$ cat config.mk
export PLATFORM = sky130hd
export DESIGN_NAME = eeprom_uwire_master
export DESIGN_NICKNAME = d
export VERILOG_FILES = /design/src/rtl/eeprom_uwire_pkg.sv /design/src/rtl/eeprom_uwire_master_sk_timer.sv /design/src/rtl/eeprom_uwire_master.sv
export SDC_FILE = /design/constraint.sdc
export NUM_CORES = 1
export LEC_CHECK = 0
export BUFFER_PORTS_ARGS = -buffer_cell sky130_fd_sc_hd__buf_2
export CELL_PAD_IN_SITES_DETAIL_PLACEMENT = 1
export CELL_PAD_IN_SITES_GLOBAL_PLACEMENT = 1
export CORE_ASPECT_RATIO = 0.9
export CORE_MARGIN = 2
export CORE_UTILIZATION = 35
export DETAILED_ROUTE_END_ITERATION = 8
export PLACE_DENSITY = 0.64
export SYNTH_ARGS = -nofsm -noshare
export SYNTH_HDL_FRONTEND = slang
export SYNTH_HIERARCHICAL = 1
export SYNTH_SLANG_ARGS = --single-unit
$ cat constraint.sdc
create_clock -name clk -period 3.2 [get_ports clk]
set_input_delay 0.32 -clock clk [delete_from_list [all_inputs] [get_ports clk]]
set_output_delay 0.32 -clock clk [all_outputs]
set_load 0.01 [all_outputs]
$ cat src/rtl/eeprom_uwire_pkg.sv
// eeprom_uwire_pkg: shared encodings, frame constants and FSM states for the Microwire master
package eeprom_uwire_pkg;
  typedef enum logic [1:0] {
    MODE_EWEN  = 2'b00,
    MODE_WRITE = 2'b01,
    MODE_READ  = 2'b10,
    MODE_EWDS  = 2'b11
  } mode_e;
  localparam logic [1:0] OP_EXT   = 2'b00;
  localparam logic [1:0] OP_WRITE = 2'b01;
  localparam logic [1:0] OP_READ  = 2'b10;
  localparam logic [6:0] AF_EWEN  = 7'b1100000;
  localparam logic [6:0] AF_EWDS  = 7'b0000000;
  typedef enum logic [2:0] {S_IDLE, S_SHIFT, S_GAP, S_POLL, S_GAP2} state_e;
  // Left-aligned 18-bit frame; 10-bit commands leave the low 8 bits zero.
  function automatic logic [17:0] build_frame(mode_e m, logic [6:0] a, logic [7:0] d);
    return m == MODE_WRITE ? {1'b1, OP_WRITE, a, d} :
           m == MODE_READ  ? {1'b1, OP_READ, a, 8'h00} :
           m == MODE_EWEN  ? {1'b1, OP_EXT, AF_EWEN, 8'h00} :
                             {1'b1, OP_EXT, AF_EWDS, 8'h00};
  endfunction
endpackage

$ cat src/rtl/eeprom_uwire_master_sk_timer.sv
// uwire_sk_timer: divides clk into sk bit periods (low half then high half) with bit strobes
module uwire_sk_timer #(
  parameter int SK_DIV = 100
) (
  input  logic clk,
  input  logic rst_n,
  input  logic en_i,
  output logic sk_o,
  output logic bit_start_o,
  output logic sample_o
);
  localparam int CW = $clog2(SK_DIV);
  logic [CW-1:0] cnt_q, cnt_d;
  logic sk_q, sk_d;
  always_comb begin
    cnt_d = (!en_i || cnt_q == CW'(SK_DIV - 1)) ? '0 : cnt_q + 1'b1;
    sk_d  = en_i && cnt_d >= CW'(SK_DIV / 2);
  end
  always_ff @(posedge clk or negedge rst_n) begin
    if (!rst_n) begin
      cnt_q <= '0;
      sk_q  <= 1'b0;
    end else begin
      cnt_q <= cnt_d;
      sk_q  <= sk_d;
    end
  end
  assign sk_o        = sk_q;
  assign bit_start_o = en_i && cnt_q == '0;
  assign sample_o    = en_i && cnt_q == CW'(SK_DIV - 1);
endmodule

$ cat src/rtl/eeprom_uwire_master.sv
// eeprom_uwire_master: 93C46 x8 Microwire master running one EWEN/WRITE/READ/EWDS per start
module eeprom_uwire_master #(
  parameter int SK_DIV       = 100,
  parameter int CS_GAP       = 100,
  parameter int BUSY_TIMEOUT = 1000000
) (
  input  logic       clk,
  input  logic       rst_n,
  input  logic       start,
  input  logic [1:0] mode,
  input  logic [6:0] addr,
  input  logic [7:0] wdata,
  output logic       rdy,
  output logic [7:0] rdata,
  output logic       rdata_vld,
  output logic       cs,
  output logic       sk,
  output logic       mosi,
  input  logic       miso
);
  import eeprom_uwire_pkg::*;
  localparam int CMAX = CS_GAP > BUSY_TIMEOUT ? CS_GAP : BUSY_TIMEOUT;
  localparam int CW   = $clog2(CMAX + 1);
  state_e state_q, state_d;
  mode_e mode_q, mode_d;
  logic [CW-1:0] cnt_q, cnt_d;
  logic [4:0] bit_q, bit_d, nbits;
  logic [17:0] sr_q, sr_d, frame;
  logic [7:0] rx_q, rx_d, rdata_q, rdata_d;
  logic cs_q, cs_d, mosi_q, mosi_d, vld_q, vld_d;
  logic miso_m_q, miso_s_q, bit_start, sample, is_wr, is_rd;
  uwire_sk_timer #(.SK_DIV(SK_DIV)) u_timer (
    .clk         (clk),
    .rst_n       (rst_n),
    .en_i        (state_q == S_SHIFT),
    .sk_o        (sk),
    .bit_start_o (bit_start),
    .sample_o    (sample)
  );
  assign frame = build_frame(mode_e'(mode), addr, wdata);
  assign is_wr = mode_q == MODE_WRITE;
  assign is_rd = mode_q == MODE_READ;
  assign nbits = (is_wr || is_rd) ? 5'd18 : 5'd10;
  always_comb begin
    state_d = state_q;
    mode_d  = mode_q;
    cnt_d   = cnt_q;
    bit_d   = bit_q;
    sr_d    = sr_q;
    rx_d    = rx_q;
    rdata_d = rdata_q;
    cs_d    = cs_q;
    mosi_d  = mosi_q;
    vld_d   = 1'b0;
    case (state_q)
      S_IDLE: if (start) begin
        mode_d  = mode_e'(mode);
        mosi_d  = frame[17];
        sr_d    = {frame[16:0], 1'b0};
        bit_d   = '0;
        cs_d    = 1'b1;
        state_d = S_SHIFT;
      end
      S_SHIFT: begin
        if (bit_start) bit_d = bit_q + 1'b1;
        // Next bit is loaded at the end of the high phase so it changes as sk goes low.
        if (sample) begin
          mosi_d = sr_q[17];
          sr_d   = {sr_q[16:0], 1'b0};
          if (is_rd && bit_q > 5'd10) rx_d = {rx_q[6:0], miso_s_q};
          if (bit_q == nbits) begin
            cs_d    = 1'b0;
            cnt_d   = '0;
            rdata_d = is_rd ? rx_d : rdata_q;
            vld_d   = is_rd;
            state_d = S_GAP;
          end
        end
      end
      S_GAP, S_GAP2: begin
        cnt_d = cnt_q + 1'b1;
        if (cnt_q == CW'(CS_GAP - 1)) begin
          cnt_d   = '0;
          cs_d    = state_q == S_GAP && is_wr;
          state_d = (state_q == S_GAP && is_wr) ? S_POLL : S_IDLE;
        end
      end
      S_POLL: begin
        cnt_d = cnt_q + 1'b1;
        if (miso_s_q || cnt_q == CW'(BUSY_TIMEOUT - 1)) begin
          cnt_d   = '0;
          cs_d    = 1'b0;
          state_d = S_GAP2;
        end
      end
      default: state_d = S_IDLE;
    endcase
  end
  always_ff @(posedge clk or negedge rst_n) begin
    if (!rst_n) begin
      state_q  <= S_IDLE;
      mode_q   <= MODE_EWEN;
      cnt_q    <= '0;
      bit_q    <= '0;
      sr_q     <= '0;
      rx_q     <= '0;
      rdata_q  <= '0;
      cs_q     <= 1'b0;
      mosi_q   <= 1'b0;
      vld_q    <= 1'b0;
      miso_m_q <= 1'b0;
      miso_s_q <= 1'b0;
    end else begin
      state_q  <= state_d;
      mode_q   <= mode_d;
      cnt_q    <= cnt_d;
      bit_q    <= bit_d;
      sr_q     <= sr_d;
      rx_q     <= rx_d;
      rdata_q  <= rdata_d;
      cs_q     <= cs_d;
      mosi_q   <= mosi_d;
      vld_q    <= vld_d;
      miso_m_q <= miso;
      miso_s_q <= miso_m_q;
    end
  end
  assign rdy       = state_q == S_IDLE;
  assign rdata     = rdata_q;
  assign rdata_vld = vld_q;
  assign cs        = cs_q;
  assign mosi      = mosi_q;
endmodule

**Yosys cells after proc, flatten, opt, wreduce, memory -nomap -nowiden**

Cells that the tools add are included.

- Mux-type cells: 36
- Magnitude comparators: 2
- Add/subtract/negate cells: 3
- Reductions and logical operators: 24
- Equal/unequal tests: 18

Operators with widths:

| kind | number |
|---|---|
| two-way mux 20 bit | 4 |
| one-hot mux 20 bit (3 select lines) | 1 |
| two-way mux 18 bit | 2 |
| one-hot mux 18 bit (2 select lines) | 1 |
| two-way mux 17 bit | 2 |
| adder 20 x 1 -> 20 bit (second input constant) | 1 |
| equality test 20 bit (second input constant) | 1 |
| equality test 20 x 7 -> 1 bit (second input constant) | 1 |
| two-way mux 15 bit | 1 |
| two-way mux 3 bit | 5 |
| two-way mux 5 bit | 3 |
| != test 2 bit (second input constant) | 6 |
| one-hot mux 3 bit (4 select lines) | 1 |
| two-way mux 1 bit | 10 |
| one-hot mux 5 bit (2 select lines) | 1 |
| AND reduction 3 bit | 3 |
| two-way mux 8 bit | 1 |
| adder 7 x 1 -> 7 bit (second input constant) | 1 |
| equality test 7 bit (second input constant) | 1 |
| greater-or-equal comparator 7 x 6 -> 1 bit (second input constant) | 1 |
| logical NOT 7 bit | 1 |
| two-way mux 7 bit | 1 |
| equality test 3 x 2 -> 1 bit (second input constant) | 2 |
| AND reduction 6 bit | 1 |
| 22 further kinds | 31 |

- Bits of input ports: 21
- Output and inout bits: 13
- Flip-flop bits (word level): 77
- Logic and storage cells: 97

**Longest topological paths before layout**

Gate-level depths: netlist (run 1).

- Depth in word-level cells: 7
- Mapped depth: 13
- Depth with buffers taken out: 10

**Cells and area by module**

Netlist (run 1), hierarchy kept.

By module, submodules not included:

| module | area each (um2) | times used | cells each | seq. area each (um2) |
|---|---|---|---|---|
| eeprom_uwire_master | 3430.8 | 1 | 357 | 1701.6 |
| uwire_sk_timer | 493.0 | 1 | 51 | 200.2 |

**Worst setup path after synthesis (run 1)**

OpenSTA, ideal clock, no wires.

- Path kind: register -> register
- Start point: register state_q[2]
- End point: register, netlist name cnt_q[11]
- Arrival time: 2366 ps
- Slack: 708 ps
- Library setup time: 126 ps
- Buffers on the path: 3
- Stages on the path, launching flop included: 13
- Clock period less this slack: 2492 ps
- Data required time: 3074 ps
- Path through: dfrtp_1 buf_2 nor2b_2 nand2_1 inv_2 clkbuf_1 inv_1 nor2_1 nand3b_1 a21oi_1 a221oi_1 clkbuf_1 a221o_1

RTL lines:

| element | line | text |
|---|---|---|
| start: declaration | eeprom_uwire_master.sv:24 | `state_e state_q, state_d;` |
| start signal: assignment | eeprom_uwire_master.sv:114 | `state_q <= state_d;` |

**Worst setup path in the final report (run 1)**

- Start point: register u_timer.cnt_q[0]
- End point: register sr_q[11]

- Cells in the longest elaborated chain, start to end: 4

Ends and longest elaborated chain:

| element | line | text |
|---|---|---|
| start: declaration | eeprom_uwire_master_sk_timer.sv:13 | `logic [CW-1:0] cnt_q, cnt_d;` |
| start signal: assignment | eeprom_uwire_master_sk_timer.sv:24 | `cnt_q <= cnt_d;` |
| equality test 7 bit | eeprom_uwire_master_sk_timer.sv:30 | `assign sample_o = en_i && cnt_q == CW'(SK_DIV - 1);` |
| logical AND 1 bit | eeprom_uwire_master_sk_timer.sv:30 |  |
| named net sample | eeprom_uwire_master.sv:31 | `logic miso_m_q, miso_s_q, bit_start, sample, is_wr, is_rd;` |
| != test 2 bit (no source line) | -- |  |
| AND reduction 3 bit (no source line) | -- |  |
| end signal: assignment | eeprom_uwire_master.sv:118 | `sr_q <= sr_d;` |
| end: declaration | eeprom_uwire_master.sv:28 | `logic [17:0] sr_q, sr_d, frame;` |

The timed path passes the listed nets, and every way through them passes these cells.
A chain may end at the register's enable or synchronous reset.

==> results of run 1 <==
## final cells by class
cell class	count	area [um2]
multi-input combinational	299	1870
timing repair buffer	38	205
fill	1246	6330
clock inverter	6	71.3
tap	152	190
clock buffer	10	239
inverter	14	52.6
sequential	76	1900
## critical path: cells and delay by family, from the launching register on
kind | cells | cell delay [ns]
AND/OR/NAND/NOR | 4 | 1.40
AO/OA/AOI/OAI | 1 | 0.25
flip-flops | 1 | 0.47
adder cells (fa/ha/maj) | 1 | 0.35
## layout by cell type, fill, tap and decap left out, types with 8 or more instances in the layout
cell	instances
nor2_1	30
a21oi_1	14
o21ai_1	10
buf_2	32
a31oi_1	9
mux2i_1	9
clkbuf_16	9
o21ai_0	31
nand3_1	11
inv_1	13
nand4_1	9
a22oi_1	12
mux2_2	8
dfrtp_1	76
nand2_1	58
## kinds of logic after synthesis
group / after synthesis / synth area share, %
and+or+nand+nor: 160 / 21.0
AOI/OAI and AO/OA: 103 / 16.9
DFF: 76 / 48.5
buffers and inverters: 33 / 4.02
muxes: 17 / 4.59
xor gates and xnor gates: 10 / 2.23
adders and majority gates: 9 / 2.74
## state kept, by name, summed over array words and instances (netlist names)
signal         flops
mode_q             2
rdata_vld          1
u_timer/cnt_q      7
rdata              8
u_timer/sk_o       1
sr_q              17
bit_q              5
miso_s_q           1
mosi               1
cnt_q             20
rx_q               8
miso_m_q           1
cs                 1
state_q            3
## per-layer routing
layer	global-route usage [%]	up-vias
met5	0	-
met4	6.29	0
met3	3.67	13
met2	24.5	52
met1	22.5	1492
li1	-	1524
## stage by stage
stage / worst slack [ns] / total power, W / std cells
detailed placement: 0.527 / 0.00184 / 579
floorplan: 0.708 / 0.00165 / 408
global route: 0.262 / 0.00306 / 595
global placement: 0.703 / 0.00181 / 579
CTS: 0.544 / 0.00291 / 595
finish: 0.557 / 0.00286 / 595
## path summary, 6_finish.rpt
kind,startpoint,to,slack (ns),cells after the start
max reg2reg,u_timer/cnt_q[0]$_DFF_PN0_,sr_q[11]$_DFFE_PN0P_,0.56,6
min in group asynchronous,rst_n,rdata[3]$_DFFE_PN0P_,0.11,1
max in group asynchronous,rst_n,sr_q[13]$_DFFE_PN0P_,2.43,1
min,miso,miso_m_q$_DFF_PN0_,0.09,1
min reg2reg,miso_m_q$_DFF_PN0_,miso_s_q$_DFF_PN0_,0.37,0
max,u_timer/cnt_q[0]$_DFF_PN0_,sr_q[11]$_DFFE_PN0P_,0.56,6
## where the power goes
group	switching, W	internal (W)
logic	0.000363	0.000213
registers	0.000125	0.00111
clock network	0.000421	0.000630
==> summary.txt, run 1 <==
Placement
  • Placed cell area: 0.00422 mm2
  • HPWL after detailed placement: 6070 um
  • GPL Wtd Cong: 0.849
  • Port Buf Inserts: 33

Outcome
  • Outcome: finished, final reports clean

Clock network
  • Worst-path clk slew: 0.06 ns
  • Longest Clk Path Bufs: 2
  • CTS H-Tree Depth: 3
  • Clk_lat worst skew: 0.34 ns
  • Root buffer cell: clkbuf_16
  • Post-CTS Setup Bufs: 0
  • Post-CTS Hold Buffers: 0
  • Num CTS Buffers: 9
  • CTS sink cnt: 76
  • Gates resized, CTS repair: 0
  • CTS tree: built

Layout
  • Antenna Cells: 0
  • Layout cells sized above 1: 17.2%
  • Design area: 0.00453 mm2
  • Area Overhead vs Synth: 15.4%
  • Final Net Count: 466
  • Core Util, Final: 41.7%

Job
  • MaxCap Viol Count: 0

GRT
  • Grt ovf: 0
  • Vias in the first global route: 3139
  • Total GRT Usage: 16.2%
  • Initial antenna violation count: 0
  • First-pass GRT wire length: 15500 um
  • Pin count of the biggest net entering global routing: 77

Die
  • Core ar.: 0.0109 mm2
  • Io pins: 34
  • Initial core utilization: 36.1%
  • Rows: 36
  • Die Span Y: 104 um
  • Die area: 0.0121 mm2
  • Die width: 116 um

Critical path
  • Maximum fanout along the worst path: 35
  • Critical Path, Cell by Cell: ha_1 > nand4_1 > nor2_1 > and2_0 > nor2_2 > o21ai_0
  • CP Launch Type: flip-flop
  • CP Data Arrival Time: 2.81 ns
  • Crit path max-delay cell type: nor2_2
  • CP Class: flip-flop to flip-flop
  • Critical path required time: 3.36 ns
  • CP max stage delay: 0.91 ns
  • CP Capture Type: flip-flop

Drt
  • Initial DRC count: 71
  • ANT nets after route: 0
  • First drt pass iteration count: 4
  • Routed vias: 3081
  • Met1 wire length: 4510 um
  • Met2 Routed Length: 4040 um
  • Routed length per instance: 15.1 um
  • DRC Markers: 0
  • Total Wirelength: 8990 um
  • Met3 wire len: 275 um
  • Vias per cell: 5.18
  • Top Metal Used: met4

Pwr
  • PwrDens: 632 mW/mm2
  • Pleak: 1.98 nW
  • Peak supply drop: 0.308 mV

Synth
  • Synth warn: 6
  • Most instantiated cells after synthesis: 76 x dfrtp_1, 58 x nand2_1, 31 x nor2_1, 31 x o21ai_0, 14 x a21oi_1
  • Cells after synthesis: 408
  • Library cells used by synthesis: 62
  • Cell taking the most area after synthesis: dfrtp_1
  • Asr flop ratio synth: 100%
  • Mapped Nets: 436
  • Syn avg cell area: 9.62 um2
  • Post-synthesis sequential area ratio: 48.5%
  • Mapped cell area: 0.00392 mm2
  • Synth top area share: 48.5%
  • Commonest register cell after synthesis: dfrtp_1
  • EDFF count, synth: 0
  • Top-count cell post-synth: dfrtp_1
  • Synth Register Bits: 76
  • Synth top area cells: dfrtp_1 48%, nand2_1 5.5%, o21ai_0 4.0%

Hold path
  • Worst hold path class: primary input to flip-flop

STA
  • RSZ-0062 raised after global routing: false
  • FMAX: 378 MHz
  • Tmin final: 2.64 ns
  • Max-Slew Margin vs Limit: 25.1%
  • Crit share post-route: 82.6%
  • Fin. Hold Viols: 0
  • TNS Setup: 0 ns
  • Pins Over Slew Limit: 0
  • Final setup vio count: 0
  • Fin Hold WS: 0.0869 ns
  • Clock Skew: 0.00713 ns
  • Measured slew at the worst slew-check pin: 1.12 ns
Power figures use the tool's default switching activity.
==> inputs of run 2 (changes only) <==
==> constraint.sdc (replaced) <==
create_clock -name clk -period 2.6 [get_ports clk]
set_input_delay 0.26 -clock clk [delete_from_list [all_inputs] [get_ports clk]]
set_output_delay 0.26 -clock clk [all_outputs]
set_load 0.01 [all_outputs]
==> run 2 against run 1 <==
  * Clock skew up 0.0025 ns
  * Count of clock-buffer cells in the layout unchanged
  * Utilization up 0.74 points
  * Sequential power up 23%
  * Power up 24%
  * Non-clock buffer count up 8
  * Via count down 0.36%
  * Worst hold slack worse by 0.044 ns
  * Cell count up 1.3%
  * Critical path type unchanged
  * Critical endpoint is now cnt_q[11]$_DFFE_PN0P_
  * Largest power group unchanged
==> summary.txt, run 2 (synthesis results as in run 1) <==
Outcome
  • Outcome: finished, final reports clean

Layout
  • Largest reg by FF count: cnt_q
  • Final non-filler cell total: 603 (+1.3%)
  • Area Overhead vs Synth: 17.4%
  • Seq. cell area: 0.00190 mm2 (unchanged)
  • Commonest non-fill, non-tap cell in the layout: dfrtp_1
  • Leading cell types in the layout, fill and taps excluded: 76 x dfrtp_1, 58 x nand2_1, 32 x buf_2
  • Antenna Cells: 0 (unchanged)
  • Top Registers: cnt_q x20, sr_q x17
  • Layout cells sized above 1: 18.8% (+1.7 points)
  • Area occupied by multi-input gates: 0.00189 mm2 (+1.1%)
  • Design area: 0.00461 mm2 (+1.8%)
  • # fillers: 1252 (+0.48%)
  • Number of flip-flops in the largest register: 20 (unchanged)
  • Final Net Count: 474 (+1.7%)

Job
  • MaxCap Viol Count: 0 (unchanged)

Placement
  • Pre-CTS setup slack: 0.120 ns (-0.407 ns)
  • Port Buf Inserts: 33 (unchanged)
  • GPL Wtd Cong: 0.747 (-12%)
  • DP Cell Count: 587 (+1.4%)
  • HPWL after detailed placement: 6240 um (+2.7%)
  • Placed cell area: 0.00428 mm2 (+1.4%)

Clock network
  • Num CTS Buffers: 9 (unchanged)
  • Worst-path clk slew: 0.06 ns (about the same)
  • Post-CTS Setup Bufs: 0 (unchanged)
  • Post-CTS Hold Buffers: 0 (unchanged)
  • CTS H-Tree Depth: 3 (unchanged)
  • Longest Clk Path Bufs: 2 (unchanged)
  • Clk_lat worst skew: 0.33 ns (about the same)
  • CTS tree: built
  • Root buffer cell: clkbuf_16
  • CTS sink cnt: 76 (unchanged)
  • Gates resized, CTS repair: 0 (unchanged)

Critical path
  • Buffer and inverter count on the worst path: 3 (+3)
  • Critical path required time: 2.82 ns (-0.54 ns)
  • Crit path max-delay cell type: dfrtp_1
  • CP max stage delay: 0.39 ns (-0.52 ns)
  • Family with the most delay on the worst path: compound AO/OA/AOI/OAI gates
  • CP Launch Type: flip-flop
  • CP Data Arrival Time: 2.58 ns (-0.23 ns)
  • CP Class: flip-flop to flip-flop
  • Critical Path, Cell by Cell: nor2b_2 > nand2_1 > inv_2 > inv_1 > nor2_1 > nand3b_1 > a21oi_1 > a221oi_2 > buf_4 > a221o_1
  • Maximum fanout along the worst path: 8 (-77%)
  • CP Capture Type: flip-flop

Die
  • Io pins: 34 (unchanged)
  • Rows: 36 (unchanged)
  • Core ar.: 0.0109 mm2 (unchanged)
  • Die area: 0.0121 mm2 (unchanged)
  • Die width: 116 um (unchanged)
  • Initial core utilization: 36.1% (unchanged)
  • Die Span Y: 104 um (unchanged)

Drt
  • Vias per cell: 5.09 (-1.7%)
  • Routed length per instance: 15.0 um (-0.65%)
  • Total Wirelength: 9060 um (+0.69%)
  • DRC Markers: 0 (unchanged)
  • Initial DRC count: 136 (+92%)
  • Routed vias: 3070 (-0.36%)
  • ANT nets after route: 0 (unchanged)
  • First drt pass iteration count: 4 (unchanged)

STA
  • FMAX: 422 MHz (+12%)
  • Fin. Hold Viols: 0 (unchanged)
  • TNS Setup: 0 ns (unchanged)
  • Setup ws final: 0.233 ns (-0.324 ns)
  • Clock Skew: 0.00968 ns (+0.00254 ns)
  • Measured slew at the worst slew-check pin: 0.983 ns (-0.139 ns)
  • RSZ-0062 raised after global routing: false
  • Tmin final: 2.37 ns (-0.276 ns)
  • Pins Over Slew Limit: 0 (unchanged)
  • Final setup vio count: 0 (unchanged)
  • Crit share post-route: 91.1% (+8.4 points)
  • Max-Slew Margin vs Limit: 34.5% (+9.4 points)

Pwr
  • Pleak: 2.03 nW (+2.3%)
  • PwrDens: 772 mW/mm2 (+22%)
  • Peak supply drop: 0.433 mV (+41%)

GRT
  • Pin count of the biggest net entering global routing: 77 (unchanged)
  • Grt ovf: 0 (unchanged)
  • Total GRT Usage: 16.2% (-0.042 points)
  • Vias in the first global route: 3150 (+0.35%)
  • First-pass GRT wire length: 15600 um (+0.71%)
  • Initial antenna violation count: 0 (unchanged)

Hold path
  • Worst hold path class: primary input to flip-flop
[run 2: changes by cell type in the layout (fill, tap and decap cells not counted)]
cell | previous run | this run
buf_4 | 6 | 14
a221oi_1 | 1 | 0
a221oi_2 | 0 | 1
clkinv_4 | 2 | 1
inv_6 | 1 | 2
nand4_2 | 1 | 0
nand4_4 | 0 | 1
nor2_2 | 1 | 0
nor2_4 | 0 | 1
[run 2: final cells by class]
class,instances,area share [%]
Sequential cell,76,41.3
Multi-Input combinational cell,299,41.0
Timing Repair Buffer,46,5.76
Clock buffer,10,5.19
Tap cell,152,4.13
Clock inverter,6,1.55
Inverter,14,1.14
[run 2: stage by stage]
step           hold WS (ns)  total power (W)  utilization [%]
6_report             0.0434          0.00356             42.4
5_1_grt              0.0359          0.00381             42.4
4_1_cts              0.0336          0.00362             42.3
3_5_place_dp          0.336          0.00229             39.4
3_3_place_gp          0.367          0.00225             39.4
2_1_floorplan       -0.0356          0.00203                -
[run 2: final timing paths]
| path | start | end | slack (ns) | cells after the start |
|---|---|---|---|---|
| setup reg to reg | state_q[2]$_DFFE_PN0P_ | cnt_q[11]$_DFFE_PN0P_ | 0.23 | 10 |
| max in group asynchronous | rst_n | cnt_q[17]$_DFFE_PN0P_ | 1.88 | 1 |
| min in group asynchronous | rst_n | rdata_vld$_DFF_PN0_ | 0.09 | 1 |
| setup / recovery | state_q[2]$_DFFE_PN0P_ | cnt_q[11]$_DFFE_PN0P_ | 0.23 | 10 |
| hold reg to reg | miso_m_q$_DFF_PN0_ | miso_s_q$_DFF_PN0_ | 0.35 | 0 |
| hold / removal | miso | miso_m_q$_DFF_PN0_ | 0.04 | 1 |
[run 2: per-layer routing]
layer	GRT usage, %	vias up	share of wire, %
met4	4.59	0	1.0
li1	-	1539	-
met2	24.8	44	46
met1	23.1	1480	50
met3	3.32	7	3.1
met5	0	-	0
[run 2: where the power goes]
group | internal (W) | total, W | switching, W
sequential | 0.00136 | 0.00151 | 0.000143
combinational | 0.000276 | 0.000755 | 0.000479
clock | 0.000778 | 0.00129 | 0.000517
==> inputs of run 3 (changes only) <==
--- a/config.mk
+++ b/config.mk
@@ -5,6 +5,7 @@
 export SDC_FILE = /design/constraint.sdc
 export NUM_CORES = 1
 export LEC_CHECK = 0
+export ABC_AREA = 1
 export BUFFER_PORTS_ARGS = -buffer_cell sky130_fd_sc_hd__buf_2
 export CELL_PAD_IN_SITES_DETAIL_PLACEMENT = 1
 export CELL_PAD_IN_SITES_GLOBAL_PLACEMENT = 1
@@ -12,7 +13,8 @@
 export CORE_MARGIN = 2
 export CORE_UTILIZATION = 35
 export DETAILED_ROUTE_END_ITERATION = 8
-export PLACE_DENSITY = 0.64
+export GPL_ROUTABILITY_DRIVEN = 0
+export PLACE_DENSITY = 0.66
 export SYNTH_ARGS = -nofsm -noshare
 export SYNTH_HDL_FRONTEND = slang
 export SYNTH_HIERARCHICAL = 1
==> run 3 against run 2 <==
  * Power increased by 23%
  * Sequential share of layout area shrank 4.6 points
  * First-iteration DRC count is 12% higher
  * Register-to-register slack gained 0.22 ns
  * Clock skew is 0.0011 ns higher
  * Sequential power is 5% higher
  * Non-clock buffer count fell by 9
  * Critical path depth rose by 2
  * Fmax grew 10%
  * Combinational power grew 89%
  * Largest power group unchanged
  * Highest routed layer unchanged
==> summary.txt, run 3 <==
Layout
  • Core Util, Final: 40.7% (-1.8 points)
  • Layout cells sized above 1: 13.1% (-5.8 points)
  • Number of flip-flops in the largest register: 20 (unchanged)
  • Top Registers: cnt_q x20, sr_q x17
  • Area Overhead vs Synth: 13.2%
  • Commonest non-fill, non-tap cell in the layout: nand2_1
  • Final non-filler cell total: 822 (+36%)
  • # fillers: 1619 (+29%)
  • Design area: 0.00518 mm2 (+12%)
  • Antenna Cells: 0 (unchanged)
  • Final Net Count: 681 (+44%)
  • Leading cell types in the layout, fill and taps excluded: 152 x nand2_1, 88 x nor2_1, 78 x inv_1
  • Largest reg by FF count: cnt_q

Drt
  • Routed length per instance: 15.0 um (about the same)
  • Total Wirelength: 12300 um (+36%)
  • Vias per cell: 4.99 (-2.0%)
  • Routed vias: 4101 (+34%)
  • DRC Markers: 0 (unchanged)
  • Initial DRC count: 152 (+12%)
  • First drt pass iteration count: 4 (unchanged)
  • ANT nets after route: 0 (unchanged)

Critical path
  • CP Class: flip-flop to flip-flop
  • Critical path required time: 2.84 ns (+0.02 ns)
  • Reg2reg start: u_timer/cnt_q[0]$_DFF_PN0_
  • CP Capture Type: flip-flop
  • FF-to-FF End: cnt_q[15]$_DFFE_PN0P_
  • CP Data Arrival Time: 2.39 ns (-0.19 ns)
  • Register-to-register path setup slack: 0.46 ns (+0.22 ns)
  • Worst-case reg-to-reg path depth: 12 (+2)
  • CP Launch Type: flip-flop
  • Maximum fanout along the worst path: 14 (+6)

GRT
  • Total GRT Usage: 18.6% (+2.5 points)
  • Pin count of the biggest net entering global routing: 49 (-36%)
  • First-pass GRT wire length: 21200 um (+36%)
  • Gr busiest metal: met2
  • Vias in the first global route: 4358 (+38%)
  • Met1 Usage GRT: 24.5% (+1.4 points)
  • Grt ovf: 0 (unchanged)
  • Met3 usage: 4.81% (+1.5 points)
  • Initial antenna violation count: 0 (unchanged)
  • Met2 Usage GRT: 30.6% (+5.8 points)

Synth
  • Post-synthesis sequential area ratio: 41.6% (-6.9 points)
  • Commonest register cell after synthesis: dfrtp_1
  • Most instantiated cells after synthesis: 152 x nand2_1, 88 x nor2_1, 78 x inv_1, 76 x dfrtp_1, 68 x nand3_1
  • Synth top area cells: dfrtp_1 42%, nand2_1 12%, nand3_1 7.4%
  • Simple-gate area share of the yosys netlist: 36.0% (+15 points)
  • EDFF count, synth: 0 (unchanged)
  • Asr flop ratio synth: 100% (unchanged)
  • Cell taking the most area after synthesis: dfrtp_1
  • Top-count cell post-synth: nand2_1
  • Post-Synth Adder-Cell Area: 1.91% (-0.83 points)
  • Fraction of synthesized area in multiplexers: 0% (-4.6 points)
  • Library cells used by synthesis: 39 (-37%)
  • Synth top area share: 41.6% (-6.9 points)
  • XOR/XNOR Fraction of Synth Area: 1.34% (-0.89 points)
  • Synth Register Bits: 76 (unchanged)
  • Cells after synthesis: 623 (+53%)
  • Syn avg cell area: 7.35 um2 (-24%)
  • Mapped cell area: 0.00458 mm2 (+17%)
  • Post-synthesis compound-gate area fraction: 9.19% (-7.7 points)
  • Mapped Nets: 651 (+49%)
  • Synth warn: 6 (unchanged)
  • Largest family of logic cells by synthesized area: simple AND/OR/NAND/NOR gates

Clock network
  • Clk_lat worst skew: 0.35 ns (+0.02 ns)
  • Worst-path clk slew: 0.07 ns (about the same)
  • Longest Clk Path Bufs: 2 (unchanged)
  • CTS H-Tree Depth: 3 (unchanged)
  • Post-CTS Setup Bufs: 0 (unchanged)
  • CTS sink cnt: 76 (unchanged)
  • Num CTS Buffers: 9 (unchanged)
  • CTS tree: built
  • Root buffer cell: clkbuf_16

Die
  • Io pins: 34 (unchanged)
  • Rows: 39 (+8.3%)
  • Initial core utilization: 35.9% (-0.21 points)
  • Core ar.: 0.0127 mm2 (+17%)
  • Die area: 0.0140 mm2 (+16%)
  • Die Span Y: 112 um (+7.7%)
  • Die width: 125 um (+7.7%)

STA
  • TNS Setup: 0 ns (unchanged)
  • Crit share post-route: 82.5% (-8.6 points)
  • Max-Slew Margin vs Limit: 55.0% (+20 points)
  • Final setup vio count: 0 (unchanged)
  • FMAX: 466 MHz (+10%)
  • Measured slew at the worst slew-check pin: 0.675 ns (-0.307 ns)
  • Fin. Hold Viols: 0 (unchanged)
  • Pins Over Slew Limit: 0 (unchanged)
  • RSZ-0062 raised after global routing: false
  • Clock Skew: 0.0107 ns (+0.00107 ns)
  • Tmin final: 2.14 ns (-0.223 ns)

Pwr
  • PwrDens: 844 mW/mm2 (+9.3%)
  • Pleak: 2.54 nW (+25%)
  • Peak supply drop: 0.453 mV (+4.7%)
  • Power Total: 0.00437 W (+23%)

Placement
  • DP Cell Count: 805 (+37%)
  • HPWL after detailed placement: 8880 um (+42%)
  • Port Buf Inserts: 33 (unchanged)
  • Placed cell area: 0.00485 mm2 (+13%)

Hold path
  • Hold path endpoint: miso_m_q$_DFF_PN0_
  • Hold-critical path depth: 1 (unchanged)
  • HP Start: miso
  • Worst hold path class: primary input to flip-flop

Outcome
  • Outcome: finished, final reports clean

Job
  • MaxCap Viol Count: 0 (unchanged)
-- run 3: cell types whose count changed after synthesis, moves of 8 or more --
cell,before,now
inv_1,13,78
nor2_1,31,88
nand2_1,58,152
mux2i_1,9,0
o21ai_0,31,21
mux2_2,8,0
nand3_1,11,68
a22oi_1,12,0
-- run 3: cell families (layout without fill, tap and decap cells) --
kind of cell    after synthesis  count (layout)
compound gates               69              69
buf+inv                     104             139
fa+ha+maj                     7               7
flops                        76              76
simple gates                360             360
xor+xnor                      7               7
-- run 3: power breakdown --
part / leakage [nW] / internal (W) / total (W) / switching, W
clock: 0.157 / 0.000843 / 0.00136 / 0.000520
combinational: 1.38 / 0.000434 / 0.00143 / 0.000997
sequential: 1.00 / 0.00141 / 0.00158 / 0.000169
-- run 3: final cells by class --
class / instances / area, um2 / area share (%)
clock inverters: 6 / 87.6 / 1.69
repair buffers: 37 / 213 / 4.11
flip-flops and latches: 76 / 1900 / 36.7
inverters: 86 / 325 / 6.28
well taps: 164 / 205 / 3.96
clock buffers: 10 / 229 / 4.42
multi-input cells: 443 / 2220 / 42.8
-- run 3: layer usage --
metal,wire (um),share of wire (%),up-vias
li1,-,-,2060
met5,0,0,-
met2,5610,45,59
met4,186,1.5,0
met1,6110,50,1971
met3,436,3.5,11
-- run 3: metrics by stage --
step	hold WS (ns)	setup WS, ns
after floorplan	-0.0356	0.521
after global placement	0.344	0.539
after detailed placement	0.341	0.435
after CTS	0.0128	0.425
after global routing	0.00707	0.169
final	0.0260	0.456
-- run 3: critical path, stage by stage (launching register included) --
cell	delay (ns)
dfrtp_1	0.39
ha_1	0.25
nand2_1	0.08
inv_1	0.07
nand3_2	0.12
nor2_1	0.23
inv_1	0.07
nand2_1	0.08
nand2_1	0.08
nor2_2	0.25
inv_2	0.21
a21oi_1	0.16
nor2_1	0.05
-- run 3: worst max path at each step --
| stage | start | end | slack (ns) | cells after the start |
|---|---|---|---|---|
| global route | u_timer/cnt_q[0]$_DFF_PN0_ | cnt_q[15]$_DFFE_PN0P_ | 0.17 | 12 |
| CTS | u_timer/cnt_q[1]$_DFF_PN0_ | cnt_q[15]$_DFFE_PN0P_ | 0.42 | 12 |
| floorplan | state_q[1]$_DFFE_PN0P_ | state_q[0]$_DFFE_PN0P_ | 0.52 | 13 |
| global placement | state_q[1]$_DFFE_PN0P_ | sr_q[8]$_DFFE_PN0P_ | 0.54 | 9 |
| detailed placement | u_timer/cnt_q[1]$_DFF_PN0_ | cnt_q[15]$_DFFE_PN0P_ | 0.44 | 12 |
| finish | u_timer/cnt_q[0]$_DFF_PN0_ | cnt_q[15]$_DFFE_PN0P_ | 0.46 | 12 |
-- run 3: repair_timing --
item                                   CTS  global route
setup endpoints to repair                0             0
resized for setup                        0             0
hold buffers                             1             0
endpoints found under the hold margin   31             0
